## config.mk

```make
export PLATFORM = sky130hd
export DESIGN_NAME = freelist_ckpt_ctrl_flat
export DESIGN_NICKNAME = d
export VERILOG_FILES = /design/src/rtl/freelist_ckpt_ctrl_pkg.sv /design/src/rtl/freelist_ckpt_ctrl_if.sv /design/src/rtl/freelist_ckpt_ctrl_ckpt_snapshot_rf.sv /design/src/rtl/freelist_ckpt_ctrl.sv /design/src/flat_wrapper.sv
export SDC_FILE = /design/constraint.sdc
export NUM_CORES = 1
export LEC_CHECK = 0
export CAP_MARGIN = 10
export CORE_UTILIZATION = 53
export CTS_CLUSTER_SIZE = 12
export DETAILED_ROUTE_END_ITERATION = 10
export PLACE_DENSITY = 0.84
export SLEW_MARGIN = 15
export SYNTH_ARGS = -nofsm -noshare
export SYNTH_HDL_FRONTEND = slang
export SYNTH_SLANG_ARGS = --single-unit
export TNS_END_PERCENT = 20
```

## constraint.sdc

```tcl
create_clock -name clk -period 3 [get_ports clk]
set_input_delay 0.6 -clock clk [delete_from_list [all_inputs] [get_ports clk]]
set_output_delay 0.6 -clock clk [all_outputs]
set_load 0.02 [all_outputs]
```

## src/rtl/freelist_ckpt_ctrl_pkg.sv

```systemverilog
// ============================================================================
// Module      : freelist_ckpt_ctrl_pkg
// Description : Shared rename constants and checkpoint FSM state encoding.
// Revision    : 1.0
// ============================================================================
`default_nettype none

package freelist_ckpt_ctrl_pkg;

  localparam int CKPT_DEPTH         = 8;
  localparam int CKPT_TAG_W         = 3;
  localparam int SIZE_FREE_LIST_LOG = 7;

  typedef enum logic [0:0] {
    RUN     = 1'b0,
    RECOVER = 1'b1
  } ckpt_state_e;

endpackage

`default_nettype wire

```

## src/rtl/freelist_ckpt_ctrl_if.sv

```systemverilog
// ============================================================================
// Module      : freelist_ckpt_ctrl_if
// Description : Allocate / resolve / recovery bundle for the checkpoint controller.
// Revision    : 1.0
// ============================================================================
`default_nettype none

interface freelist_ckpt_ctrl_if #(
  parameter int TAG_W  = 3,
  parameter int HEAD_W = 7
);

  logic              stall_i;
  logic              recoverFlag_i;
  logic              ckptReq_i;
  logic [HEAD_W-1:0] freeListHead_i;
  logic              ckptGrant_o;
  logic [TAG_W-1:0]  ckptTag_o;
  logic              ckptFull_o;
  logic              resolveValid_i;
  logic [TAG_W-1:0]  resolveTag_i;
  logic              mispredict_i;
  logic              ctrlVerified_o;
  logic              flagRecoverEX_o;
  logic [HEAD_W-1:0] freeListHeadCp_o;
  logic [TAG_W:0]    ckptCount_o;

  modport master (
    output stall_i, recoverFlag_i, ckptReq_i, freeListHead_i,
    output resolveValid_i, resolveTag_i, mispredict_i,
    input  ckptGrant_o, ckptTag_o, ckptFull_o,
    input  ctrlVerified_o, flagRecoverEX_o, freeListHeadCp_o, ckptCount_o
  );

  modport slave (
    input  stall_i, recoverFlag_i, ckptReq_i, freeListHead_i,
    input  resolveValid_i, resolveTag_i, mispredict_i,
    output ckptGrant_o, ckptTag_o, ckptFull_o,
    output ctrlVerified_o, flagRecoverEX_o, freeListHeadCp_o, ckptCount_o
  );

endinterface

`default_nettype wire

```

## src/rtl/freelist_ckpt_ctrl_ckpt_snapshot_rf.sv

```systemverilog
// ============================================================================
// Module      : ckpt_snapshot_rf
// Description : DEPTH x HEAD_W snapshot storage, one write port, async read.
// Revision    : 1.0
// ============================================================================
`default_nettype none

module ckpt_snapshot_rf #(
  parameter int DEPTH  = 8,
  parameter int TAG_W  = 3,
  parameter int HEAD_W = 7
) (
  input  wire logic              clk,
  input  wire logic              we_i,
  input  wire logic [TAG_W-1:0]  waddr_i,
  input  wire logic [HEAD_W-1:0] wdata_i,
  input  wire logic [TAG_W-1:0]  raddr_i,
  output logic      [HEAD_W-1:0] rdata_o
);

  logic [HEAD_W-1:0] mem_q [DEPTH];

  // Contents are only read for live slots, so no reset is needed.
  always_ff @(posedge clk) begin
    if (we_i) begin
      mem_q[waddr_i] <= wdata_i;
    end
  end

  assign rdata_o = mem_q[raddr_i];

endmodule

`default_nettype wire

```

## src/rtl/freelist_ckpt_ctrl.sv

```systemverilog
// ============================================================================
// Module      : freelist_ckpt_ctrl
// Description : Branch-checkpoint allocator and mispredict recovery for the free list.
// Revision    : 1.0
// ============================================================================
`default_nettype none

module freelist_ckpt_ctrl
  import freelist_ckpt_ctrl_pkg::*;
#(
  parameter int DEPTH  = CKPT_DEPTH,
  parameter int TAG_W  = CKPT_TAG_W,
  parameter int HEAD_W = SIZE_FREE_LIST_LOG
) (
  input wire logic            clk,
  input wire logic            reset,
  freelist_ckpt_ctrl_if.slave bus
);

  ckpt_state_e       state_q, state_d;
  logic [TAG_W-1:0]  head_q, head_d, tail_q, tail_d;
  logic [TAG_W:0]    count_q, count_d;
  logic [DEPTH-1:0]  live_q, live_d, resolved_q, resolved_d;
  logic              pulse_q, pulse_d;
  logic [HEAD_W-1:0] cp_q, cp_d;

  logic              w_full, w_grant, w_release, w_mispredict, w_correct;
  logic [HEAD_W-1:0] w_snap_rd;
  logic [TAG_W-1:0]  w_tag_dist, w_head_rel;

  assign w_full       = (count_q == (TAG_W+1)'(DEPTH));
  assign w_grant      = bus.ckptReq_i & ~bus.stall_i & ~w_full & (state_q == RUN)
                      & ~(bus.resolveValid_i & bus.mispredict_i) & reset;
  assign w_release    = (count_q != '0) & resolved_q[head_q] & live_q[head_q];
  assign w_mispredict = bus.resolveValid_i & bus.mispredict_i & live_q[bus.resolveTag_i]
                      & (state_q == RUN);
  assign w_correct    = bus.resolveValid_i & ~bus.mispredict_i & live_q[bus.resolveTag_i]
                      & (state_q == RUN);
  assign w_tag_dist   = bus.resolveTag_i - head_q;
  assign w_head_rel   = head_q + TAG_W'(w_release);

  ckpt_snapshot_rf #(
    .DEPTH  (DEPTH),
    .TAG_W  (TAG_W),
    .HEAD_W (HEAD_W)
  ) u_snap (
    .clk     (clk),
    .we_i    (w_grant),
    .waddr_i (tail_q),
    .wdata_i (bus.freeListHead_i),
    .raddr_i (bus.resolveTag_i),
    .rdata_o (w_snap_rd)
  );

  always_comb begin
    state_d    = RUN;
    head_d     = head_q;
    tail_d     = tail_q;
    count_d    = count_q;
    live_d     = live_q;
    resolved_d = resolved_q;
    pulse_d    = 1'b0;
    cp_d       = cp_q;
    if (bus.recoverFlag_i) begin
      head_d     = '0;
      tail_d     = '0;
      count_d    = '0;
      live_d     = '0;
      resolved_d = '0;
    end else if (w_mispredict) begin
      state_d = RECOVER;
      pulse_d = 1'b1;
      cp_d    = w_snap_rd;
      if (w_release) begin
        live_d[head_q]     = 1'b0;
        resolved_d[head_q] = 1'b0;
      end
      // Squash the mispredicted slot and everything younger, measured from head.
      for (int i = 0; i < DEPTH; i++) begin
        if ((TAG_W'(i) - head_q) >= w_tag_dist) begin
          live_d[i]     = 1'b0;
          resolved_d[i] = 1'b0;
        end
      end
      head_d  = w_head_rel;
      tail_d  = bus.resolveTag_i;
      count_d = {1'b0, bus.resolveTag_i - w_head_rel};
    end else begin
      if (w_correct) begin
        resolved_d[bus.resolveTag_i] = 1'b1;
      end
      if (w_release) begin
        live_d[head_q]     = 1'b0;
        resolved_d[head_q] = 1'b0;
        head_d             = head_q + 1'b1;
      end
      if (w_grant) begin
        live_d[tail_q]     = 1'b1;
        resolved_d[tail_q] = 1'b0;
        tail_d             = tail_q + 1'b1;
      end
      count_d = count_q + (TAG_W+1)'(w_grant) - (TAG_W+1)'(w_release);
    end
  end

  always_ff @(posedge clk) begin
    if (!reset) begin
      state_q    <= RUN;
      head_q     <= '0;
      tail_q     <= '0;
      count_q    <= '0;
      live_q     <= '0;
      resolved_q <= '0;
      pulse_q    <= 1'b0;
      cp_q       <= '0;
    end else begin
      state_q    <= state_d;
      head_q     <= head_d;
      tail_q     <= tail_d;
      count_q    <= count_d;
      live_q     <= live_d;
      resolved_q <= resolved_d;
      pulse_q    <= pulse_d;
      cp_q       <= cp_d;
    end
  end

  assign bus.ckptGrant_o      = w_grant;
  assign bus.ckptTag_o        = tail_q & {TAG_W{reset}};
  assign bus.ckptFull_o       = w_full & reset;
  assign bus.ctrlVerified_o   = pulse_q;
  assign bus.flagRecoverEX_o  = pulse_q;
  assign bus.freeListHeadCp_o = cp_q;
  assign bus.ckptCount_o      = count_q;

endmodule

`default_nettype wire

```

## src/flat_wrapper.sv

```systemverilog
// flat-port wrapper written by rule: the top's interface ports become plain ports
module freelist_ckpt_ctrl_flat import freelist_ckpt_ctrl_pkg::*;
#(
  parameter int DEPTH  = CKPT_DEPTH,
  parameter int TAG_W  = CKPT_TAG_W,
  parameter int HEAD_W = SIZE_FREE_LIST_LOG
)
  (clk, reset, bus_stall_i, bus_recoverFlag_i, bus_ckptReq_i, bus_freeListHead_i, bus_resolveValid_i, bus_resolveTag_i, bus_mispredict_i, bus_ckptGrant_o, bus_ckptTag_o, bus_ckptFull_o, bus_ctrlVerified_o, bus_flagRecoverEX_o, bus_freeListHeadCp_o, bus_ckptCount_o);
  freelist_ckpt_ctrl_if #(.TAG_W(TAG_W), .HEAD_W(HEAD_W)) bus_i ();
  input wire logic clk;
  input wire logic reset;
  input wire logic [$bits(bus_i.stall_i)-1:0] bus_stall_i;
  input wire logic [$bits(bus_i.recoverFlag_i)-1:0] bus_recoverFlag_i;
  input wire logic [$bits(bus_i.ckptReq_i)-1:0] bus_ckptReq_i;
  input wire logic [$bits(bus_i.freeListHead_i)-1:0] bus_freeListHead_i;
  input wire logic [$bits(bus_i.resolveValid_i)-1:0] bus_resolveValid_i;
  input wire logic [$bits(bus_i.resolveTag_i)-1:0] bus_resolveTag_i;
  input wire logic [$bits(bus_i.mispredict_i)-1:0] bus_mispredict_i;
  output wire logic [$bits(bus_i.ckptGrant_o)-1:0] bus_ckptGrant_o;
  output wire logic [$bits(bus_i.ckptTag_o)-1:0] bus_ckptTag_o;
  output wire logic [$bits(bus_i.ckptFull_o)-1:0] bus_ckptFull_o;
  output wire logic [$bits(bus_i.ctrlVerified_o)-1:0] bus_ctrlVerified_o;
  output wire logic [$bits(bus_i.flagRecoverEX_o)-1:0] bus_flagRecoverEX_o;
  output wire logic [$bits(bus_i.freeListHeadCp_o)-1:0] bus_freeListHeadCp_o;
  output wire logic [$bits(bus_i.ckptCount_o)-1:0] bus_ckptCount_o;
  assign bus_i.stall_i = bus_stall_i;
  assign bus_i.recoverFlag_i = bus_recoverFlag_i;
  assign bus_i.ckptReq_i = bus_ckptReq_i;
  assign bus_i.freeListHead_i = bus_freeListHead_i;
  assign bus_i.resolveValid_i = bus_resolveValid_i;
  assign bus_i.resolveTag_i = bus_resolveTag_i;
  assign bus_i.mispredict_i = bus_mispredict_i;
  assign bus_ckptGrant_o = bus_i.ckptGrant_o;
  assign bus_ckptTag_o = bus_i.ckptTag_o;
  assign bus_ckptFull_o = bus_i.ckptFull_o;
  assign bus_ctrlVerified_o = bus_i.ctrlVerified_o;
  assign bus_flagRecoverEX_o = bus_i.flagRecoverEX_o;
  assign bus_freeListHeadCp_o = bus_i.freeListHeadCp_o;
  assign bus_ckptCount_o = bus_i.ckptCount_o;
  freelist_ckpt_ctrl #(.DEPTH(DEPTH), .TAG_W(TAG_W), .HEAD_W(HEAD_W)) u_core (.clk(clk), .reset(reset), .bus(bus_i));
endmodule
```

Word-level counts from Yosys, hierarchy flattened
Memories as Yosys holds them, arrays and structs flattened. A register that Yosys moved wholly into a read port is not among the register bits.
Cells that the tools add are included.
{"block": "op_classes", "addsub": 15, "order_cmp": 14, "n_eq_ne": 9, "n_mux": 50, "bitwise": 30, "reduce_logical": 10}
{"operator": "$mux W8", "count": 14}
{"operator": "$and A8 B8 Y8", "count": 4}
{"operator": "$mux W1", "count": 25}
{"operator": "$ge A3 B3 Y1", "count": 8}
{"operator": "$ne A3 B2 Y1 const B", "count": 8}
{"operator": "$not A8 Y8", "count": 2}
{"operator": "$or A8 B8 Y8", "count": 2}
{"operator": "$mux W3", "count": 5}
{"operator": "$and A1 B1 Y1", "count": 14}
{"operator": "$lt A3 B4 Y1 const B", "count": 3}
{"operator": "$sub A3 B3 Y3 const A", "count": 4}
{"operator": "$bmux W1 S3", "count": 3}
{"operator": "$demux W1 S3", "count": 3}
{"operator": "$ge A3 B1 Y1 const B", "count": 3}
{"operator": "$not A1 Y1", "count": 7}
{"operator": "$add A3 B1 Y3 const B", "count": 2}
{"operator": "$sub A1 B3 Y3 const A", "count": 2}
{"operator": "$sub A2 B3 Y3 const A", "count": 2}
{"operator": "$sub A3 B3 Y3", "count": 2}
{"operator": "$add A4 B1 Y4", "count": 1}
{"operator": "$eq A4 B4 Y1 const B", "count": 1}
{"operator": "$reduce_bool A2 Y1", "count": 2}
{"operator": "$reduce_bool A4 Y1", "count": 1}
{"operator": "$sub A4 B1 Y4", "count": 1}
{"operator": "7 further kinds", "count": 9}
{"block": "totals", "register_bits": 27, "mem_bits_rw": 56, "inputBits": 17, "out_inout_bits": 18, "word_cells": 143, "n_memories": 1}
{"name": "u_core.u_snap.mem_q", "words": 8, "width": 7, "read_ports": 1, "rd_ports_with_merged_regs": 1, "wr": 1, "line": "freelist_ckpt_ctrl_ckpt_snapshot_rf.sv:21", "text": "logic [HEAD_W-1:0] mem_q [DEPTH];"}

Depth between registers and ports, before layout
{"block": "logic_depth", "word_depth": 15, "depth_mapped": 15, "mapped_depth_nobuf": 14}

Modules after synthesis
Synthesis repeated with hierarchy kept, for this count alone.
{"block": "hier_totals", "cells_unflattened": 429, "area_unflattened_um2": 5084.9}
{"mod": "freelist_ckpt_ctrl", "instances": 1, "cells_per_inst": 335, "area_per_inst_um2": 2859.0, "seq_area_each_um2": 680.7}
{"mod": "ckpt_snapshot_rf", "instances": 1, "cells_per_inst": 94, "area_per_inst_um2": 2225.9, "seq_area_each_um2": 1681.6}

Least setup slack after synthesis
OpenSTA, ideal clock, no wires.
{"block": "synth_timing", "path_kind": "input port to flip-flop", "startpoint": "in bus_resolveTag_i[0]", "endpoint": "reg u_core.live_q[6]", "setup_time_ps": 117, "t_arrival_ps": 3132, "required_time_ps": 2883, "slack_ps": -249, "cell_stages": 15, "path_buffers": 1, "cell_sequence": "buf_2 inv_1 ha_1 inv_1 fa_1 xor2_4 xnor2_1 inv_1 ha_1 nand2b_1 a21oi_1 nor3_1 o22ai_1 nor2_1 a22o_1"}
{"block": "synth_via", "elab_chain_len": 5, "elab_cells_between_ends": 8, "cone_classes": "1 x add/sub; 1 x order compare; 4 x mux; 2 x bitwise"}
{"item": "start: declaration", "line": "flat_wrapper.sv:17", "text": "input wire logic [$bits(bus_i.resolveTag_i)-1:0] bus_resolveTag_i;"}
{"item": "branches (longest 4 deep; another with $sub A3 B3 Y3)"}
{"item": "$mux W8 *", "line": "freelist_ckpt_ctrl.sv:70", "text": "end else if (w_mispredict) begin"}
{"item": "end signal: assignment", "line": "freelist_ckpt_ctrl.sv:121", "text": "live_q <= live_d;"}
{"item": "end: declaration", "line": "freelist_ckpt_ctrl.sv:23", "text": "logic [DEPTH-1:0] live_q, live_d, resolved_q, resolved_d;"}
Every way passes the cells marked *. The select of a mux whose other input is x is not followed.
A chain may end at the register's enable or synchronous reset.

Worst setup path in the final report
{"block": "layout_timing", "startpoint": "reg u_core.head_q[0]", "endpoint": "reg u_core.count_q[2], in the netlist u_core.bus.ckptCount_o[2]"}
{"block": "layout_via", "elab_chain_len": 7, "elab_cells_between_ends": 10, "cone_classes": "3 x add/sub; 5 x mux; 2 x bitwise"}
{"item": "start: declaration", "line": "freelist_ckpt_ctrl.sv:21", "text": "logic [TAG_W-1:0] head_q, head_d, tail_q, tail_d;"}
{"item": "start signal: assignment", "line": "freelist_ckpt_ctrl.sv:109", "text": "head_q <= '0;"}
{"item": "start signal: assignment", "line": "freelist_ckpt_ctrl.sv:118", "text": "head_q <= head_d;"}
{"item": "$bmux W1 S3", "line": "freelist_ckpt_ctrl.sv:34", "text": "assign w_release = (count_q != '0) & resolved_q[head_q] & live_q[head_q];"}
{"item": "$mux W1 (not written as such)", "line": "freelist_ckpt_ctrl.sv:34"}
{"item": "$and A1 B1 Y1 (2 in series)", "line": "freelist_ckpt_ctrl.sv:34"}
{"item": "$add A3 B1 Y3", "line": "freelist_ckpt_ctrl.sv:40", "text": "assign w_head_rel = head_q + TAG_W'(w_release);"}
{"item": "$sub A3 B3 Y3", "line": "freelist_ckpt_ctrl.sv:87", "text": "count_d = {1'b0, bus.resolveTag_i - w_head_rel};"}
{"item": "$mux W3 *", "line": "freelist_ckpt_ctrl.sv:70"}
{"item": "end signal: assignment", "line": "freelist_ckpt_ctrl.sv:120", "text": "count_q <= count_d;"}
{"item": "end: declaration", "line": "freelist_ckpt_ctrl.sv:22", "text": "logic [TAG_W:0] count_q, count_d;"}
Every way passes the cells marked *; elsewhere a longest branch is shown, timed or not. The select of a mux whose other input is x is not followed.

==> flow_summary_export.csv <==
group,metric,value,unit
timing,drv_slew,0,
clock_tree,clkSinkCount,90,
final_layout,seq_area,0.00237,sq mm
clock_tree,cts_tree,"done",
timing,worstMarginPinSlew,0.743,ns
synthesis,ys_types,67,
die,die_area,0.00913,sq mm
timing,holdWs,0.485,ns
synthesis,syn-cell-area,0.00464,sq mm
worst_setup_path,critPathKind,"reg2reg",
detailed_routing,m1WireLength,4660,um
timing,report.final.hold_viol_count,0,
worst_setup_path,crit_fanout,6,
global_routing,grt_pass1_wl,17800,um
worst_setup_path,critPathRequiredTime,3.27,ns
worst_setup_path,arrival,3.16,ns
final_layout,fillers,605,
global_routing,grt_util_all_layers,26.9,%
place,gp_congestion,0.943,
worst_setup_path,cp-end-kind,"flip-flop",
detailed_routing,drtPass1Iterations,5,
outcome,status,"finished clean",
timing,min_period,2.89,ns
global_routing,grt-ovfl-total,0,
synthesis,synth_seq_cells,90,
synthesis,synthCells,396,
detailed_routing,avgViaCountPerCell,6.32,
worst_setup_path,slowest_stage,"fa_1",
pwr,pwr-share-comb,10.2,%
die,core,0.00834,sq mm
worst_setup_path,crit_chain,"and4b_1 > a311o_1 > o22a_2 > nand2_4 > inv_4 > ha_1 > ha_1 > fa_1 > xnor2_1 > xnor2_1 > nor2_1 > a211oi_1",
final_layout,area_growth,19.4,%
detailed_routing,drt-total-wl,11200,um
pwr,cell_internal_pwr,1.74,mW
synthesis,synth_top_cells_by_count,"edfxtp_1 (56), dfxtp_1 (34), ha_1 (27)",
synthesis,synth_top_area_share,36.3,%
global_routing,antenna_found_initial,0,
final_layout,multi_input_area,0.00212,sq mm
final_layout,nets,507,
detailed_routing,highest_layer,"met4",
timing,slew_headroom,50.5,%
timing,rsz0062_at_grt,"false",
pwr,p_sw_share,25.6,%
synthesis,ys.flop_type,"edfxtp_1",
detailed_routing,wire_per_inst,19.7,um
global_routing,grt_max_degree,29,
clock_tree,cts_buffers,9,
synthesis,yosysTopAreaCell,"edfxtp_1",
final_layout,num_antenna_cells,0,
clock_tree,cts.path.max_buffers,2,
place,placed_cells,553,
die,num_rows,33,
worst_setup_path,startpoint_type,"flip-flop",
final_layout,fin_cells,570,
timing,clock-skew-final,0.0116,ns
clock_tree,htreeDepth,3,
detailed_routing,drc,0,
synthesis,ys_warn_count,0,
clock_tree,clkSlewWorstSetupHoldPaths,0.10,ns
die,die_w,95.5,um
detailed_routing,drt_iter0_drc,441,
detailed_routing,antenna_left,0,
clock_tree,clk-insertion-delay-late,0.36,ns
synthesis,syn-mean-instance-area,11.7,sq um
pwr,ir_worst_vdd,0.377,mV
global_routing,grt_pass1_vias,3364,
die,io_pins,35,
clock_tree,root_buffer,"clkbuf_8",
final_layout,drive_gt1_share,20.0,%
worst_setup_path,critical_path.top_delay_family,"adder cells",
pwr,p_per_area,423,mW/mm^2
detailed_routing,dr_total_vias,3601,
hold_path,hold_path.class,"reg2reg",
pwr,seq_power_share,56.6,%
worst_setup_path,crit_path_max_incr_delay,0.41,ns
place,dp_hpwl,8010,um
synthesis,synth_most_common_cell,"edfxtp_1",
synthesis,netlist_top_cells_area,"edfxtp_1 (36%), dfxtp_1 (15%), ha_1 (7.3%), mux4_2 (3.9%), nor2_1 (2.1%)",
pwr,clkPwrFrac,33.3,%
pwr,switchingPower,600,uW
pwr,p_total,2.34,mW
job,maxCapViolations,0,
detailed_routing,met3_length,998,um
pwr,p_leak,2.12,nW
detailed_routing,met2_length,5330,um
timing,final-setup-viol-count,0,
timing,max_freq,0.346,GHz
die,dieHeight,95.5,um
synthesis,async_reset_ff_share,0,%
synthesis,synth_seq_area_share,51.0,%
die,floorplan.initialDensity,55.6,%
synthesis,synth_edf_count,56,
timing,fin_crit_sh,96.4,%
worst_setup_path,cp_num_buf_inv,1,
place,port_buffers,34,
synthesis,syn_nets,443,
## cell usage in the layout (no fill, tap or decap), types with 6 or more instances in the layout
cell type        instances
nand2b_1                 6
nand2_1                 24
o22ai_1                  7
a21oi_1                 17
a31oi_1                  6
clkbuf_8                 9
clkdlybuf4s50_1         33
ha_1                    25
nand3_1                 13
nor2_1                  26
buf_4                   36
inv_1                   21
o21ai_0                  8
and3_1                   7
edfxtp_1                56
dfxtp_1                 33
mux4_2                   8
o211a_1                  6
nor3_1                   6
## worst reg2reg max path: cells and delay by family (launching register included)
family / cells / cell delay [ns]
compound gates: 3 / 0.79
flops: 1 / 0.40
xor+xnor: 2 / 0.32
buf+inv: 1 / 0.04
fa+ha+maj: 3 / 0.91
simple gates: 3 / 0.34
## cell families after synthesis
group                    share of synthesized area, %
multiplexers                                     6.18
buffers and inverters                            4.18
AO/OA/AOI/OAI                                    13.1
flip-flops                                       51.0
AND/OR/NAND/NOR                                  14.3
adder cells (fa/ha/maj)                          8.80
XOR/XNOR                                         2.48
## sequential cells by signal, indices dropped and copies added, names as in the netlist
name / flops
u_core.resolved_q: 8
u_core.u_snap.mem_q: 56
u_core.head_q: 3
u_core.live_q: 8
u_core.state_q: 1
u_core.tail_q: 3
u_core.bus.ckptCount_o: 4
u_core.bus.freeListHeadCp_o: 7
## cell type report
type	count	area share, %
inverters	24	1.72
repair buffers	72	11.6
flip-flops and latches	90	42.7
multi-input cells	263	38.2
well taps	105	2.37
clock buffers	9	2.24
clock inverters	7	1.08
## metrics by stage
stage               cell area (sq um)  setup WS, ns  util [%]  TNS, ns
finish                           5540         0.109      66.4        0
global route                     5540       0.00708      66.4        0
CTS                              5510        0.0210      66.0        0
detailed placement               5320        -0.451      63.8    -4.16
global placement                 5320        -0.365      63.8    -3.14
floorplan                        4670        0.0188         -        0
## final timing paths
kind,from,to,slack (ns),depth (start not counted)
max,u_core.head_q[0]$_SDFFE_PP0P_,u_core.bus.ckptCount_o[2]$_SDFF_PP0_,0.11,12
max reg2reg,u_core.head_q[0]$_SDFFE_PP0P_,u_core.bus.ckptCount_o[2]$_SDFF_PP0_,0.11,12
min,u_core.live_q[0]$_SDFF_PP0_,u_core.live_q[0]$_SDFF_PP0_,0.49,2
min reg2reg,u_core.live_q[0]$_SDFF_PP0_,u_core.live_q[0]$_SDFF_PP0_,0.49,2
## routing by layer
layer	global-route usage [%]	up-vias
li1	-	1616
met1	36.7	1764
met2	42.4	196
met3	6.14	25
met4	8.71	0
met5	0	-
## power by group through the flow
stage	sequential, mW	clock [mW]	combinational [mW]
6_report	1.32	0.778	0.238
5_1_grt	1.33	0.833	0.259
4_1_cts	1.32	0.787	0.233
3_5_place_dp	1.35	0	0.231
3_3_place_gp	1.35	0	0.225
2_1_floorplan	1.36	0	0.133
## what timing repair did
action | CTS | global route
endpoints found under the hold margin | 0 | 0
resized for setup | 0 | 6
buffers inserted | 0 | 1
hold buffers | 0 | 0
setup endpoints to repair | 3 | 8
pin swaps | 3 | 4
Note: power is estimated with default switching activity, not from simulation.
